==> src/rtl/cycle_counter.sv <==
// Up/down counter with clear/load, registered terminal-count flag and wrap pulse.
// Define CYCLE_COUNTER_SATURATE_EN to hold at the end of the range instead of wrapping.
module cycle_counter #(
  parameter int WIDTH    = 6,
  parameter int TERMINAL = 32
) (
  input  logic             clk,
  input  logic             reset,
  input  logic             en,
  input  logic             up,
  input  logic             clr,
  input  logic             load,
  input  logic [WIDTH-1:0] load_val,
  output logic [WIDTH-1:0] count,
  output logic             done,
  output logic             wrap
);

  localparam logic [WIDTH-1:0] MAX_VAL  = '1;
  localparam logic [WIDTH-1:0] TERM_VAL = WIDTH'(TERMINAL);
  localparam logic             DONE_RST = (TERMINAL == 0);

  logic [WIDTH-1:0] count_nxt;
  logic             wrap_nxt;
  logic             at_end;

  // at_end: the enabled step would leave the representable range
  always_comb begin
    count_nxt = count;
    wrap_nxt  = 1'b0;
    at_end    = 1'b0;
    if (clr) begin
      count_nxt = '0;
    end else if (load) begin
      count_nxt = load_val;
    end else if (en) begin
      at_end = up ? (count == MAX_VAL) : (count == '0);
`ifdef CYCLE_COUNTER_SATURATE_EN
      if (!at_end) begin
        count_nxt = up ? count + 1'b1 : count - 1'b1;
      end
`else
      count_nxt = up ? count + 1'b1 : count - 1'b1;
      wrap_nxt  = at_end;
`endif
    end
  end

  // done derives from the next-state value so it moves on the same edge as count
  always_ff @(posedge clk or negedge reset) begin
    if (!reset) begin
      count <= '0;
      done  <= DONE_RST;
      wrap  <= 1'b0;
    end else begin
      count <= count_nxt;
      done  <= (count_nxt == TERM_VAL);
      wrap  <= wrap_nxt;
    end
  end

endmodule

==> config.mk <==
export PLATFORM = sky130hd
export DESIGN_NAME = cycle_counter
export DESIGN_NICKNAME = d
export VERILOG_FILES = /design/src/rtl/cycle_counter.sv
export SDC_FILE = /design/constraint.sdc
export NUM_CORES = 1
export LEC_CHECK = 0
export CORE_UTILIZATION = 48
export DETAILED_ROUTE_END_ITERATION = 16
export PLACE_DENSITY = 0.78
export SKIP_CTS_REPAIR_TIMING = 1
export SLEW_MARGIN = 20
export SYNTH_ARGS = -nofsm -noshare
export SYNTH_HDL_FRONTEND = slang
export SYNTH_SLANG_ARGS = --single-unit
==> constraint.sdc <==
create_clock -name clk -period 2.85 [get_ports clk]
set_input_delay 0.4275 -clock clk [delete_from_list [all_inputs] [get_ports clk]]
set_output_delay 0.4275 -clock clk [all_outputs]
set_load 0.01 [all_outputs]
Word-level counts from Yosys, hierarchy flattened
Index checks and enable logic that the tools add are counted.
- memory bits (read-only): 0
- bits in writable memories: 0
- memories kept: 0
- word-level logic and storage cells: 16
- bits in latches: 0
- output and inout bits: 8
- flip-flop bits (word level): 8
- bits of input ports: 12
- multipliers: 0
- equal/unequal tests: 2
- reductions and logical operators: 1
- divide/modulo/power cells: 0
- shift-type cells: 0
- add/sub/neg operators: 2
- $lt $le $gt $ge: 0
- muxes and demuxes: 8
- bitwise operators: 0
- operators by type and width (operator ; number):
    two-way mux 6 bit ; 4
    equality test 6 bit, second input constant ; 2
    adder 6 x 1 -> 6 bit, second input constant ; 1
    zero test 6 bit ; 1
    subtractor 6 x 1 -> 6 bit, second input constant ; 1
    two-way mux 1 bit ; 4

Longest topological paths before layout
- depth after elaboration: 6
- gate-level depth with buffers: 7
- gate-level depth less buffers: 7

Worst setup path after synthesis
OpenSTA, ideal clock, no wires.
- path type: reg2reg
- start point: reg count[0]
- end point: reg done
- stages on the path, launching flop included: 8
- clock period less this slack: 1850 ps
- data required time: 2754 ps
- path buffers: 0
- data arrival time: 1755 ps
- library setup time: 96 ps
- setup slack: 1000 ps
- path through: dfrtp_1 -> inv_1 -> fa_1 -> nand2b_1 -> a21oi_1 -> mux2i_1 -> a21oi_1 -> nor4_2
- longest elaborated chain between the ends: 6
- elaborated cells on any way between the ends: 7
- classes of those cells: 2 x add/sub; 1 x eq/ne; 4 x mux
- RTL lines (element ; line ; RTL):
    start, declared ; 14 ; output logic [WIDTH-1:0] count,
    start signal, assigned ; 56 ; count <= count_nxt;
    subtractor 6 x 1 -> 6 bit or adder 6 x 1 -> 6 bit (tied branches) ; 43 ; count_nxt = up ? count + 1'b1 : count - 1'b1;
    two-way mux 6 bit * ; 43 ;
    two-way mux 6 bit * ; 36 ; end else if (en) begin
    two-way mux 6 bit * ; 34 ; end else if (load) begin
    two-way mux 6 bit * ; 32 ; if (clr) begin
    net count_nxt[4] ; 23 ; logic [WIDTH-1:0] count_nxt;
    equality test 6 bit * ; 57 ; done <= (count_nxt == TERM_VAL);
    end signal, assigned ; 57 ;
    end, declared ; 15 ; output logic done,
The timed path passes the listed nets; every way through them passes the cells marked *.

Final worst setup path
- start point: in up
- end point: reg done
- longest elaborated chain between the ends: 5
- RTL lines (element ; line ; RTL):
    start, declared ; 10 ; input logic up,
    two-way mux 6 bit ; 43 ;
    two-way mux 6 bit ; 36 ;
    two-way mux 6 bit ; 34 ;
    two-way mux 6 bit ; 32 ;
    equality test 6 bit ; 57 ;
No other way between the ends.

==> flow_metrics.tcl <==
set metrics [dict create \
    synth-compound-area-share 0.175 \
    tightest_slew_ns 0.458 \
    drive_gt1_frac 0.0645 \
    vias 620 \
    dieHeight_um 38.6 \
    status "completed" \
    finalWirelength_um 1590 \
    synth-seq-cells 8 \
    nets 112 \
    setup_tns_ns 0 \
    p_seq_frac 0.389 \
    synthMuxAreaShare 0.0621 \
    required_ns 2.98 \
    path_max_fanout 7 \
    fill_cells 97 \
    synthSimpleGateAreaFrac 0.217 \
    io_buffers 19 \
    synthFlopType "dfrtp_1" \
    rsz0062_at_grt "no" \
    use_met2 0.400 \
    ant_nets 0 \
    drt_drc_violations_left 0 \
    finalPower_uw 352 \
    grt_pass1_vias 574 \
    place_congestion 0.973 \
    ir_drop_mv 0.319 \
    grt-ovfl-total 0 \
    routedWlPerCell_um 14.9 \
    grt_antenna_before_repair 0 \
    seqCellArea_um2 200 \
    synth_xor_area_frac 0.0408 \
    clk_pin_slew_ns 0.06 \
    dp_hpwl_um 1240 \
    p_int_uw 238 \
    clkPwrFrac 0.248 \
    track_usage 0.269 \
    period_share 0.838 \
    combinationalPowerShare 0.363 \
    drtPass1Iterations 5 \
    clock_path_buffers 2 \
    fmax_ghz 0.419 \
    rows 12 \
    start_util 0.550 \
    area.growth.synth_to_final_pct 33.2 \
    p_sw_frac 0.324 \
    diodes 0 \
    postSynthAreaPerCell_um2 8.83 \
    synth_edf_count 0 \
    numCtsBuffers 3 \
    hold_path.class "input pin to asynchronous set/reset pin" \
    synth_fa_ha_area_frac 0.109 \
    syn_inst 73 \
    end_kind "register" \
    ys_seq_area_frac 0.311 \
    ctsHtreeMaxLevel 1 \
    crit_arrival_ns 2.52 \
    multiInputGateArea_um2 389 \
    pwr_density_cell_mw_per_mm2 410 \
    power.leakage_nw 0.401 \
    clkLatencyLatePin_ns 0.26 \
    p_sw_uw 114 \
    die_w_um 38.6 \
    crit_type "input pin to register" \
    viasPerCell 5.79 \
    coreArea_mm2 0.00117 \
    maxSlewHeadroom 0.694 \
    drv_slew 0 \
    fin_crit_ns 2.39 \
    dieArea_mm2 0.00149 \
    synth_top_family_by_area "simple AND/OR/NAND/NOR gates" \
    drt_iter0_drc 22 \
    ys_types 32 \
    setup_viol 0 \
    grtUsageMet1 0.356 \
    grt_pass1_wl_um 2600 \
    cap_violations 0 \
    cp-start-kind "input pin" \
    synth_fp_nets 90 \
    syn_area_um2 644 \
    async_flop_share 1.00 \
    yosysWarnings 0 \
    grt_start_max_net_pins 15 \
    cts-root-buf "clkbuf_4" \
    cts.sinks 8 \
    pin_count 20 \
    hold_viol 0 \
    cts_tree "yes" \
    top_usage_layer "met2" \
    fin_skew_ns 0.00423 \
    gr-usage-met3 0.0925 \
]
cell type report:
class                   instances  share of cell area
flip-flops and latches          8               0.233
multi-input cells              54               0.453
well taps                      14              0.0204
repair buffers                 19               0.222
inverters                       9              0.0452
clock buffers                   3              0.0262
cell usage in the layout, fill, tap and decap left out, drive strengths merged, types with 3 or more instances in the layout:
| cell type | synthesis | final |
|---|---|---|
| clkdlybuf4s50 | 0 | 19 |
| ha | 4 | 4 |
| nor2 | 7 | 7 |
| nand2b | 3 | 3 |
| a21oi | 7 | 7 |
| clkbuf | 0 | 3 |
| xor2 | 3 | 3 |
| inv | 8 | 8 |
| mux2i | 4 | 4 |
| dfrtp | 8 | 8 |
power by group through the flow:
stage	registers (mW)	logic, mW	clock network, mW
6_report	0.137	0.128	0.0872
5_1_grt	0.138	0.141	0.0945
4_1_cts	0.136	0.127	0.0893
3_5_place_dp	0.139	0.126	0
3_3_place_gp	0.139	0.123	0
2_1_floorplan	0.139	0.0711	0
critical path, stage by stage:
cell	delay, ns
clkdlybuf4s50_1	0.63
inv_1	0.15
ha_1	0.36
and3_1	0.20
a22oi_1	0.23
mux2i_1	0.21
a2bb2oi_1	0.25
nor4_2	0.08
flip-flops by register name, indices dropped and copies added, names as in the netlist:
name,cells
done,1
wrap,1
count,6
metal layers:
metal	share of wire	routed length, um
met1	0.45	713
met2	0.47	752
met3	0.072	115
met4	0.0050	8
met5	0	0
cells in the mapped netlist (2+ instances only):
| cell | count | area share |
|---|---|---|
| nand2_1 | 2 | 0.012 |
| ha_1 | 4 | 0.078 |
| nor2_1 | 7 | 0.041 |
| mux2i_1 | 4 | 0.062 |
| nand3_1 | 2 | 0.016 |
| dfrtp_1 | 8 | 0.31 |
| nor3_1 | 2 | 0.016 |
| nand2b_1 | 3 | 0.029 |
| or3_1 | 2 | 0.019 |
| a21oi_1 | 7 | 0.054 |
| o21ai_1 | 2 | 0.016 |
| xor2_1 | 3 | 0.041 |
| a21o_1 | 2 | 0.023 |
| inv_1 | 7 | 0.041 |
final timing paths:
kind | start | endpoint | slack [ns] | cells past startpoint
hold reg to reg | count[4] | wrap | 0.73 | 3
max in group asynchronous | reset | count[0] | 2.15 | 1
setup / recovery | up | done | 0.46 | 8
hold / removal | reset | count[4] | 0.44 | 1
min in group clk | count[4] | wrap | 0.73 | 3
setup reg to reg | count[0] | done | 0.79 | 7
logic make-up after synthesis:
| group | after synthesis |
|---|---|
| AND/OR/NAND/NOR | 25 |
| flip-flops | 8 |
| XOR/XNOR | 3 |
| multiplexers | 4 |
| adder cells (fa/ha/maj) | 5 |
| AO/OA/AOI/OAI | 17 |
| buffers and inverters | 11 |
stage by stage:
step / setup slack [ns] / utilization / std cells / area (um^2) / hold WS (ns)
2_1_floorplan: 1.00 / - / 73 / 644 / 0.132
3_3_place_gp: 0.261 / 0.714 / 104 / 836 / 0.691
3_5_place_dp: 0.203 / 0.714 / 104 / 836 / 0.720
4_1_cts: 0.472 / 0.733 / 107 / 858 / 0.446
5_1_grt: 0.318 / 0.733 / 107 / 858 / 0.464
6_report: 0.461 / 0.733 / 107 / 858 / 0.440
Note: power is estimated with default switching activity, not from simulation.
